<file path="src/rtl/mem_bus_arbiter_if.sv">
`default_nettype none
// ============================================================================
//  Module      : mem_bus_arbiter_if
//  Description : Bundles both masters' request ports and the shared data-memory
//                bus. The arbiter connects through the slave modport; a bus
//                master model or bench connects through the master modport.
//  Revision    : 1.0 - initial release
// ============================================================================
interface mem_bus_arbiter_if;
    // master 0 (CPU datapath)
    logic        iReq0;
    logic        iWe0;
    logic [31:0] iAddr0;
    logic [31:0] iWData0;
    logic [3:0]  iBE0;
    logic        oAck0;
    logic [31:0] oRData0;
    // master 1 (DMA / debug)
    logic        iReq1;
    logic        iWe1;
    logic [31:0] iAddr1;
    logic [31:0] iWData1;
    logic [3:0]  iBE1;
    logic        oAck1;
    logic [31:0] oRData1;
    // shared memory bus
    logic [31:0] oAddress;
    logic [31:0] oWriteData;
    logic        oWriteEnable;
    logic        oReadEnable;
    logic [3:0]  oByteEnable;
    logic [31:0] iReadData;
    logic        iReady;
    // status
    logic [1:0]  oGrant;
    logic        oBusy;

    modport slave (
        input  iReq0, iWe0, iAddr0, iWData0, iBE0,
        output oAck0, oRData0,
        input  iReq1, iWe1, iAddr1, iWData1, iBE1,
        output oAck1, oRData1,
        output oAddress, oWriteData, oWriteEnable, oReadEnable, oByteEnable,
        input  iReadData, iReady,
        output oGrant, oBusy
    );

    modport master (
        output iReq0, iWe0, iAddr0, iWData0, iBE0,
        input  oAck0, oRData0,
        output iReq1, iWe1, iAddr1, iWData1, iBE1,
        input  oAck1, oRData1,
        input  oAddress, oWriteData, oWriteEnable, oReadEnable, oByteEnable,
        output iReadData, iReady,
        input  oGrant, oBusy
    );
endinterface
`default_nettype wire

</file>
<file path="src/rtl/mem_bus_arbiter.sv">
`default_nettype none
// ============================================================================
//  Module      : mem_bus_arbiter
//  Description : Two-master arbiter and transaction sequencer for the data
//                memory bus. Grants one master, drives its latched command,
//                inserts WAIT_CYCLES wait states, waits for iReady, returns
//                read data and pulses a one-cycle acknowledge.
//                Optional feature macro: ARB_ROUND_ROBIN_EN
//                  defined   - round-robin on ties (master 0 wins first tie)
//                  undefined - fixed priority, master 0 wins ties
//  Revision    : 1.0 - initial release
// ============================================================================
module mem_bus_arbiter #(
    parameter int WAIT_CYCLES = 0
) (
    input  logic               iCLK,
    input  logic               iRST,
    mem_bus_arbiter_if.slave   bus
);

    typedef enum logic [1:0] {
        S_IDLE   = 2'd0,
        S_ACCESS = 2'd1,
        S_RESP   = 2'd2
    } state_t;

    localparam logic [3:0] c_wait_init = 4'(WAIT_CYCLES);

    state_t      r_state;
    logic        r_owner;       // 0 = master 0, 1 = master 1
    logic [3:0]  r_cnt;
    logic [31:0] r_addr;
    logic [31:0] r_wdata;
    logic [3:0]  r_be;
    logic        r_wen;
    logic        r_ren;
    logic        r_ack0;
    logic        r_ack1;
    logic [31:0] r_rdata0;
    logic [31:0] r_rdata1;
    logic [1:0]  r_grant;
`ifdef ARB_ROUND_ROBIN_EN
    logic        r_last;        // master granted most recently
`endif

    logic        w_any;
    logic        w_pick;
    logic        w_we;
    logic [31:0] w_addr;
    logic [31:0] w_wdata;
    logic [3:0]  w_be;

    // Winner selection and its command fields, only consumed in IDLE
    always_comb begin
        w_any = bus.iReq0 | bus.iReq1;
`ifdef ARB_ROUND_ROBIN_EN
        if (bus.iReq0 && bus.iReq1)
            w_pick = ~r_last;
        else
            w_pick = ~bus.iReq0;
`else
        w_pick = ~bus.iReq0;
`endif
        w_we    = w_pick ? bus.iWe1    : bus.iWe0;
        w_addr  = w_pick ? bus.iAddr1  : bus.iAddr0;
        w_wdata = w_pick ? bus.iWData1 : bus.iWData0;
        w_be    = w_pick ? bus.iBE1    : bus.iBE0;
    end

    // Transaction sequencer: IDLE -> ACCESS -> RESP -> IDLE
    always_ff @(posedge iCLK or negedge iRST) begin
        if (!iRST) begin
            r_state  <= S_IDLE;
            r_owner  <= 1'b0;
            r_cnt    <= 4'd0;
            r_addr   <= 32'd0;
            r_wdata  <= 32'd0;
            r_be     <= 4'd0;
            r_wen    <= 1'b0;
            r_ren    <= 1'b0;
            r_ack0   <= 1'b0;
            r_ack1   <= 1'b0;
            r_rdata0 <= 32'd0;
            r_rdata1 <= 32'd0;
            r_grant  <= 2'b00;
`ifdef ARB_ROUND_ROBIN_EN
            r_last   <= 1'b1;
`endif
        end else begin
            r_ack0 <= 1'b0;
            r_ack1 <= 1'b0;
            case (r_state)
                S_IDLE: begin
                    if (w_any) begin
                        r_owner <= w_pick;
                        r_addr  <= w_addr;
                        r_wdata <= w_wdata;
                        r_be    <= w_be;
                        r_wen   <= w_we;
                        r_ren   <= ~w_we;
                        r_cnt   <= c_wait_init;
                        r_grant <= w_pick ? 2'b10 : 2'b01;
`ifdef ARB_ROUND_ROBIN_EN
                        r_last  <= w_pick;
`endif
                        r_state <= S_ACCESS;
                    end
                end
                S_ACCESS: begin
                    // wait states first, then iReady is honoured
                    if (r_cnt != 4'd0) begin
                        r_cnt <= r_cnt - 4'd1;
                    end else if (bus.iReady) begin
                        if (r_ren) begin
                            if (r_owner)
                                r_rdata1 <= bus.iReadData;
                            else
                                r_rdata0 <= bus.iReadData;
                        end
                        r_ack0  <= ~r_owner;
                        r_ack1  <= r_owner;
                        r_wen   <= 1'b0;
                        r_ren   <= 1'b0;
                        r_state <= S_RESP;
                    end
                end
                S_RESP: begin
                    r_grant <= 2'b00;
                    r_state <= S_IDLE;
                end
                default: begin
                    r_state <= S_IDLE;
                end
            endcase
        end
    end

    assign bus.oAddress     = r_addr;
    assign bus.oWriteData   = r_wdata;
    assign bus.oByteEnable  = r_be;
    assign bus.oWriteEnable = r_wen;
    assign bus.oReadEnable  = r_ren;
    assign bus.oAck0        = r_ack0;
    assign bus.oAck1        = r_ack1;
    assign bus.oRData0      = r_rdata0;
    assign bus.oRData1      = r_rdata1;
    assign bus.oGrant       = r_grant;
    assign bus.oBusy        = (r_state != S_IDLE);

endmodule
`default_nettype wire

</file>
<file path="src/flat_wrapper.sv">
// flat-port wrapper written by rule: the top's interface ports become plain ports
module mem_bus_arbiter_flat 
#(
    parameter int WAIT_CYCLES = 0
)
  (iCLK, iRST, bus_iReq0, bus_iWe0, bus_iAddr0, bus_iWData0, bus_iBE0, bus_oAck0, bus_oRData0, bus_iReq1, bus_iWe1, bus_iAddr1, bus_iWData1, bus_iBE1, bus_oAck1, bus_oRData1, bus_oAddress, bus_oWriteData, bus_oWriteEnable, bus_oReadEnable, bus_oByteEnable, bus_iReadData, bus_iReady, bus_oGrant, bus_oBusy);
  mem_bus_arbiter_if bus_i ();
  input  logic iCLK;
  input  logic iRST;
  input wire logic [$bits(bus_i.iReq0)-1:0] bus_iReq0;
  input wire logic [$bits(bus_i.iWe0)-1:0] bus_iWe0;
  input wire logic [$bits(bus_i.iAddr0)-1:0] bus_iAddr0;
  input wire logic [$bits(bus_i.iWData0)-1:0] bus_iWData0;
  input wire logic [$bits(bus_i.iBE0)-1:0] bus_iBE0;
  output wire logic [$bits(bus_i.oAck0)-1:0] bus_oAck0;
  output wire logic [$bits(bus_i.oRData0)-1:0] bus_oRData0;
  input wire logic [$bits(bus_i.iReq1)-1:0] bus_iReq1;
  input wire logic [$bits(bus_i.iWe1)-1:0] bus_iWe1;
  input wire logic [$bits(bus_i.iAddr1)-1:0] bus_iAddr1;
  input wire logic [$bits(bus_i.iWData1)-1:0] bus_iWData1;
  input wire logic [$bits(bus_i.iBE1)-1:0] bus_iBE1;
  output wire logic [$bits(bus_i.oAck1)-1:0] bus_oAck1;
  output wire logic [$bits(bus_i.oRData1)-1:0] bus_oRData1;
  output wire logic [$bits(bus_i.oAddress)-1:0] bus_oAddress;
  output wire logic [$bits(bus_i.oWriteData)-1:0] bus_oWriteData;
  output wire logic [$bits(bus_i.oWriteEnable)-1:0] bus_oWriteEnable;
  output wire logic [$bits(bus_i.oReadEnable)-1:0] bus_oReadEnable;
  output wire logic [$bits(bus_i.oByteEnable)-1:0] bus_oByteEnable;
  input wire logic [$bits(bus_i.iReadData)-1:0] bus_iReadData;
  input wire logic [$bits(bus_i.iReady)-1:0] bus_iReady;
  output wire logic [$bits(bus_i.oGrant)-1:0] bus_oGrant;
  output wire logic [$bits(bus_i.oBusy)-1:0] bus_oBusy;
  assign bus_i.iReq0 = bus_iReq0;
  assign bus_i.iWe0 = bus_iWe0;
  assign bus_i.iAddr0 = bus_iAddr0;
  assign bus_i.iWData0 = bus_iWData0;
  assign bus_i.iBE0 = bus_iBE0;
  assign bus_oAck0 = bus_i.oAck0;
  assign bus_oRData0 = bus_i.oRData0;
  assign bus_i.iReq1 = bus_iReq1;
  assign bus_i.iWe1 = bus_iWe1;
  assign bus_i.iAddr1 = bus_iAddr1;
  assign bus_i.iWData1 = bus_iWData1;
  assign bus_i.iBE1 = bus_iBE1;
  assign bus_oAck1 = bus_i.oAck1;
  assign bus_oRData1 = bus_i.oRData1;
  assign bus_oAddress = bus_i.oAddress;
  assign bus_oWriteData = bus_i.oWriteData;
  assign bus_oWriteEnable = bus_i.oWriteEnable;
  assign bus_oReadEnable = bus_i.oReadEnable;
  assign bus_oByteEnable = bus_i.oByteEnable;
  assign bus_i.iReadData = bus_iReadData;
  assign bus_i.iReady = bus_iReady;
  assign bus_oGrant = bus_i.oGrant;
  assign bus_oBusy = bus_i.oBusy;
  mem_bus_arbiter #(.WAIT_CYCLES(WAIT_CYCLES)) u_core (.iCLK(iCLK), .iRST(iRST), .bus(bus_i));
endmodule
</file>
<file path="config.mk">
export PLATFORM = sky130hd
export DESIGN_NAME = mem_bus_arbiter_flat
export DESIGN_NICKNAME = d
export VERILOG_FILES = /design/src/rtl/mem_bus_arbiter_if.sv /design/src/rtl/mem_bus_arbiter.sv /design/src/flat_wrapper.sv
export SDC_FILE = /design/constraint.sdc
export NUM_CORES = 1
export LEC_CHECK = 0
export ABC_CLOCK_PERIOD_IN_PS = 1950
export BUFFER_PORTS_ARGS = -buffer_cell sky130_fd_sc_hd__buf_2
export CORE_MARGIN = 5
export CORE_UTILIZATION = 46
export CTS_CLUSTER_DIAMETER = 40
export DETAILED_ROUTE_END_ITERATION = 8
export PLACE_DENSITY = 0.78
export SLEW_MARGIN = 25
export SYNTH_ARGS = -nofsm -noshare
export SYNTH_HDL_FRONTEND = slang
export SYNTH_SLANG_ARGS = --single-unit
</file>
<file path="constraint.sdc">
create_clock -name iCLK -period 1.95 [get_ports iCLK]
set_clock_uncertainty 0.05 [all_clocks]
set_input_delay 0.0975 -clock iCLK [delete_from_list [all_inputs] [get_ports iCLK]]
set_output_delay 0.0975 -clock iCLK [all_outputs]
set_load 0.02 [all_outputs]
</file>
==> results of run 1 <==
## synth_stat cells
| cell | instances | area share [%] |
|---|---|---|
| a211oi_1 | 1 | 0.12 |
| a21oi_1 | 3 | 0.23 |
| nand2_1 | 3 | 0.17 |
| buf_2 | 15 | 1.2 |
| o22ai_1 | 2 | 0.19 |
| buf_6 | 6 | 1.0 |
| mux2_2 | 4 | 0.69 |
| o21ai_1 | 13 | 1.0 |
| o21ai_0 | 132 | 10 |
| o311ai_0 | 1 | 0.13 |
| dfrtp_1 | 145 | 56 |
| or2_1 | 2 | 0.19 |
| o2bb2ai_1 | 1 | 0.13 |
| nor3_1 | 3 | 0.23 |
| nor2b_1 | 2 | 0.19 |
| and3_1 | 1 | 0.096 |
| or4_1 | 1 | 0.12 |
| nand4b_4 | 1 | 0.37 |
| and4bb_2 | 1 | 0.19 |
| nand2b_1 | 1 | 0.096 |
| and2_1 | 1 | 0.096 |
| nor3b_1 | 1 | 0.12 |
| and2b_1 | 1 | 0.12 |
| or2_2 | 1 | 0.096 |
| mux2_4 | 60 | 14 |
| mux2i_1 | 70 | 11 |
| clkbuf_2 | 3 | 0.23 |
| ha_1 | 2 | 0.39 |
| inv_1 | 5 | 0.29 |
| a22oi_1 | 1 | 0.12 |
| nand3_1 | 1 | 0.077 |
| nor2_1 | 2 | 0.12 |
| clkbuf_1 | 14 | 0.81 |
| a21o_1 | 1 | 0.12 |
| nand4_4 | 1 | 0.33 |
## worst max-delay path by stage
stage	to	slack, ns	cells past startpoint
floorplan	u_core.bus.oRData0[0]$_DFFE_PN0P_	0.22	6
finish	u_core.bus.oRData1[13]$_DFFE_PN0P_	0.08	6
global placement	u_core.bus.oRData1[19]$_DFFE_PN0P_	0.13	6
global route	u_core.bus.oWriteData[13]$_DFFE_PN0P_	0.0004	4
detailed placement	u_core.bus.oRData1[26]$_DFFE_PN0P_	0.08	6
CTS	u_core.bus.oRData1[13]$_DFFE_PN0P_	0.07	6
## per-layer routing
| layer | global-route usage (%) | wire, um | vias to the layer above | part of all wire, % |
|---|---|---|---|---|
| li1 | - | - | 2776 | - |
| met1 | 32.29 | 8675 | 2965 | 37 |
| met2 | 48.05 | 11810 | 364 | 51 |
| met3 | 6.849 | 1866 | 71 | 8.0 |
| met4 | 12.04 | 836 | 0 | 3.6 |
| met5 | 0 | 0 | - | 0 |
## area by class of cell
| class | instances | area, um2 | share of cell area [%] |
|---|---|---|---|
| Clock buffer | 18 | 439.2 | 4.135 |
| Clock inverter | 14 | 202.7 | 1.908 |
| Inverter | 5 | 18.77 | 0.1767 |
| Multi-Input combinational cell | 314 | 2641 | 24.87 |
| Sequential cell | 145 | 3628 | 34.16 |
| Tap cell | 180 | 225.2 | 2.120 |
| Timing Repair Buffer | 498 | 3466 | 32.63 |
## cells by family (layout without fill, tap and decap cells)
family	count (synthesis)	in the layout	synth area share, %
AOI/OAI and AO/OA	155	155	12.22
adders and majority gates	2	2	0.3854
buffers and inverters	43	535	3.527
DFF	145	145	55.90
muxes	134	134	25.37
and+or+nand+nor	23	23	2.602
## registers in the layout, summed over array words and instances, names as in the netlist
signal and count:
u_core.bus.oWriteData 32, u_core.bus.oGrant 2, u_core.bus.oReadEnable 1, u_core.bus.oAck1 1
u_core.bus.oAck0 1, u_core.r_state 2, u_core.r_cnt 4, u_core.bus.oAddress 32
u_core.bus.oRData0 32, u_core.bus.oWriteEnable 1, u_core.bus.oByteEnable 4, u_core.bus.oRData1 32
u_core.r_owner 1
## metrics by stage
stage | cells | total power, mW | setup WS [ns]
2_1_floorplan | 502 | 8.644 | 0.2217
3_3_place_gp | 973 | 10.70 | 0.1250
4_1_cts | 1174 | 14.77 | 0.06775
5_1_grt | 1174 | 15.71 | 0.0003639
6_report | 1174 | 14.94 | 0.08255
3_5_place_dp | 973 | 10.90 | 0.07563
## power by group
group          total (mW)  switching [mW]  internal (mW)
logic                6.35            3.77           2.58
clock network        3.52            1.32           2.20
registers            5.07           0.770           4.30
## critical path, stage by stage, from the launching register on
cell and delay [ns]:
dfrtp_1 0.41, inv_1 0.09, ha_1 0.16, and4bb_2 0.30
nand4_4 0.19, buf_12 0.23, mux2_4 0.31
## what timing repair did
action                                 4_1_cts  5_1_grt
pin swaps                                    0        1
endpoints found under the hold margin      204        0
setup endpoints to repair                    1        2
buffers inserted                             0        0
resized for setup                            1        1
hold buffers                               169        0
==> flow_metrics.tcl, run 1 <==
set metrics [dict create \
    hp-class "input pin to register" \
    cp_max_fo 15 \
    rrSetupSlack_ns 0.08 \
    syn_avg_cell_area_um2 12.93 \
    critPathLaunchType "register" \
    max_freq_mhz 535.5 \
    cts.sinks 145 \
    diodes 0 \
    synthesis.nets 679 \
    holdPathStages 3 \
    initial_core_util_pct 46.76 \
    hp-start "bus_iAddr1[7]" \
    setup_viol 0 \
    vias_per_cell 5.261 \
    drive_gt1_share_pct 43.46 \
    netlist-cell-type-count 35 \
    place_congestion 0.8011 \
    status "completed" \
    cp.arrival_ns 2.11 \
    fin_crit_ns 1.867 \
    synthToLayoutAreaGrowth_pct 63.63 \
    grt_overflow 0 \
    dp_hpwl_mm 13.12 \
    wl_mm 23.18 \
    place.port_buffers 313 \
    nets 1158 \
    placed_area_um2 8284 \
    path_clk_slew_ns 0.06 \
    io_pins 314 \
    drt-initial-drc-count 412 \
    syn_area_um2 6491 \
    hold_path_end "u_core.bus.oAddress[7]$_DFFE_PN0P_" \
    post-route-drc-count 0 \
    core_um2 13880 \
    synth-seq-area-share_pct 55.90 \
    grt_pass1_vias 6630 \
    fin_crit_sh_pct 95.77 \
    layout_common_cells "311 x buf_2, 169 x dlygate4sd3_1, 145 x dfrtp_1" \
    rr_startpoint "u_core.r_cnt[1]$_DFFE_PN0P_" \
    reg2regPathDepth 6 \
    path_class "register to register" \
    rsz0062_at_grt "no" \
    rows 43 \
    tns_ns 0 \
    worstMarginPinSlew_ns 0.4589 \
    clock_path_buffers 2 \
    finalMaxSlewViolations 0 \
    vias 6176 \
    ys_warn_count 0 \
    htree_levels 4 \
    whs_ns 0.01533 \
    hold_viol_final 0 \
    die_height_um 128.8 \
    crit_required_ns 2.19 \
    grt_pass1_wl_mm 35.71 \
    r2r_end "u_core.bus.oRData1[13]$_DFFE_PN0P_" \
    final_core_util_pct 76.52 \
    relSlewSlack_pct 68.53 \
    final_common_cell "buf_2" \
    wl_per_cell_um 19.75 \
    die-width_um 128.8 \
    power_leakage_nw 5.620 \
    n_fill_cell 855 \
    cts_buffers 17 \
    dieArea_um2 16590 \
    clock_latency_ns 0.41 \
    root_buffer "clkbuf_16" \
    crit_path_end_kind "register" \
    drtPass1Iterations 5 \
    design_area_um2 10620 \
    netlist_instances 502 \
    p_per_area_nw_per_um2 1407 \
    irDropWorstVdd_v 0.0007447 \
    antenna_found_initial 0 \
    synth_seq_cells 145 \
    cp-startpoint "u_core.r_cnt[1]$_DFFE_PN0P_" \
    cap_violations 0 \
    globalRouteTotalUtil_pct 27.59 \
    cts_tree "built" \
    ant_nets 0 \
    grt_max_degree 74 \
]
(Power assumes the default switching activity.)
==> inputs of run 2 (changes only) <==
--- a/config.mk
+++ b/config.mk
@@ -12,6 +12,7 @@
 export CTS_CLUSTER_DIAMETER = 40
 export DETAILED_ROUTE_END_ITERATION = 8
 export PLACE_DENSITY = 0.78
+export REMOVE_ABC_BUFFERS = 1
 export SLEW_MARGIN = 25
 export SYNTH_ARGS = -nofsm -noshare
 export SYNTH_HDL_FRONTEND = slang
==> flow_metrics.tcl, run 2 (synthesis gave the netlist of run 1 again) <==
set metrics [dict create \
    crit_top_cell "or2_2" \
    crit_required_ns 2.22 \
    power_leakage_nw 5.670 \
    diodes 0 \
    setup_viol 0 \
    finalMaxSlewViolations 0 \
    final_core_util_pct 77.17 \
    p_seq_share_pct 33.8 \
    rsz0062_at_grt "no" \
    cp.arrival_ns 2.16 \
    post-route-drc-count 0 \
    vias_per_cell 5.469 \
    io_pins 314 \
    hold_viol_final 0 \
    final_common_cell "buf_2" \
    root_buffer "clkbuf_16" \
    path_class "register to register" \
    grt_pass1_wl_mm 38.89 \
    globalRouteTotalUtil_pct 30.64 \
    place.port_buffers 313 \
    vias 6470 \
    hp-class "input pin to register" \
    clkPwrFrac_pct 23.1 \
    wl_per_cell_um 21.53 \
    max_stage_delay_ns 0.45 \
    whs_ns 0.01372 \
    drive_gt1_share_pct 43.57 \
    critPathLaunchType "register" \
    tns_ns 0 \
    initial_core_util_pct 46.76 \
    worstMarginPinSlew_ns 0.6576 \
    cap_violations 0 \
    switching_share_pct 39.57 \
    pwr-share-comb_pct 43.1 \
    htree_levels 4 \
    grt_max_degree 74 \
    core_um2 13880 \
    grt_pass1_vias 6998 \
    relSlewSlack_pct 56.16 \
    ant_nets 0 \
    die_height_um 128.8 \
    place_congestion 0.8373 \
    nets 1168 \
    intPower_mw 9.165 \
    p_per_area_nw_per_um2 1416 \
    fin_crit_ns 1.898 \
    path_clk_slew_ns 0.06 \
    crit_chain "or2_2, or2_2, buf_12, o21ai_0" \
    rows 43 \
    max_freq_mhz 527.0 \
    p_switching_mw 6.000 \
    dp_hpwl_mm 14.26 \
    cts.sinks 145 \
    cts_buffers 17 \
    cp_slowest_cell "dfrtp_1" \
    layout_common_cells "311 x buf_2, 172 x dlygate4sd3_1, 145 x dfrtp_1" \
    drt-initial-drc-count 483 \
    fin_crit_sh_pct 97.31 \
    die-width_um 128.8 \
    grt_overflow 0 \
    synthToLayoutAreaGrowth_pct 65.02 \
    clock_latency_ns 0.43 \
    crit_path_end_kind "register" \
    dieArea_um2 16590 \
    antenna_found_initial 0 \
    wl_mm 25.47 \
    irDropWorstVdd_v 0.0007062 \
    drtPass1Iterations 7 \
    status "completed" \
    cp_max_fo 45 \
    cts_tree "built" \
    clock_path_buffers 2 \
]
run 2: cell types whose count changed in the layout (fill, tap and decap cells not counted):
cell           delta
buf_4             +6
inv_6             -4
dlygate4sd3_1     +3
buf_12            +2
clkbuf_8          +2
clkinv_2          +2
buf_6             -1
clkbuf_1          +1
clkinv_4          -1
inv_8             -1
run 2: layout make-up:
cell class,count,area (um2)
clock buffer,21,470.5
inverter,5,18.77
multi-input combinational,314,2641
fill,785,3169
clock inverter,10,157.7
tap,180,225.2
timing repair buffer,508,3570
sequential,145,3628
run 2: worst max-delay path, delay by kind of cell (launching register included):
kind / cells / cell delay, ns
AO/OA/AOI/OAI: 1 / 0.28
buffers and inverters: 1 / 0.21
flip-flops: 1 / 0.45
AND/OR/NAND/NOR: 2 / 0.77
run 2: per-stage QoR:
stage                     total power [mW]  cells  worst slack (ns)  area (um2)
after CTS                            14.87   1180          0.009845       10690
after detailed placement             11.02    977          0.009600        8339
after global routing                 15.86   1183          0.005023       10710
final                                15.17   1183           0.05240       10710
after floorplan                      8.484    464            -1.323        6281
after global placement               10.83    977           0.06424        8339
run 2: path summary, 6_finish.rpt:
kind | slack [ns] | startpoint | end | cells after the start
worst max-delay path | 0.05 | u_core.r_state[0]$_DFFE_PN0P_ | u_core.bus.oAddress[10]$_DFFE_PN0P_ | 4
worst min-delay path | 0.01 | bus_iAddr0[24] | u_core.bus.oAddress[24]$_DFFE_PN0P_ | 3
worst max register to register | 0.05 | u_core.r_state[0]$_DFFE_PN0P_ | u_core.bus.oAddress[10]$_DFFE_PN0P_ | 4
worst min register to register | 0.45 | u_core.bus.oWriteData[5]$_DFFE_PN0P_ | u_core.bus.oWriteData[5]$_DFFE_PN0P_ | 2
max in group asynchronous | 1.02 | iRST | u_core.bus.oRData0[13]$_DFFE_PN0P_ | 3
min in group asynchronous | 0.18 | iRST | u_core.bus.oRData1[12]$_DFFE_PN0P_ | 2
run 2: power groups by stage:
stage                     registers [mW]  clock network (mW)  logic, mW
after CTS                           5.04                3.52       6.32
final                               5.13                3.50       6.53
after global placement              4.99                   0       5.84
after global routing                5.25                3.68       6.93
after detailed placement            5.04                   0       5.98
after floorplan                     6.47                   0       2.02
run 2: timing repair:
action	CTS	global route
resized for setup	0	1
hold buffers	172	0
setup buffers	0	3
pin swaps	1	0
hold endpoints to repair	189	0
endpoints found under the setup margin	3	26
run 2: per-layer routing:
| layer | part of all wire, % | up-vias | global-route usage, % |
|---|---|---|---|
| met5 | 0 | - | 0 |
| met4 | 5.6 | 0 | 17.67 |
| met3 | 8.8 | 111 | 8.344 |
| met2 | 50 | 466 | 52.87 |
| met1 | 35 | 3099 | 33.94 |
| li1 | - | 2794 | - |
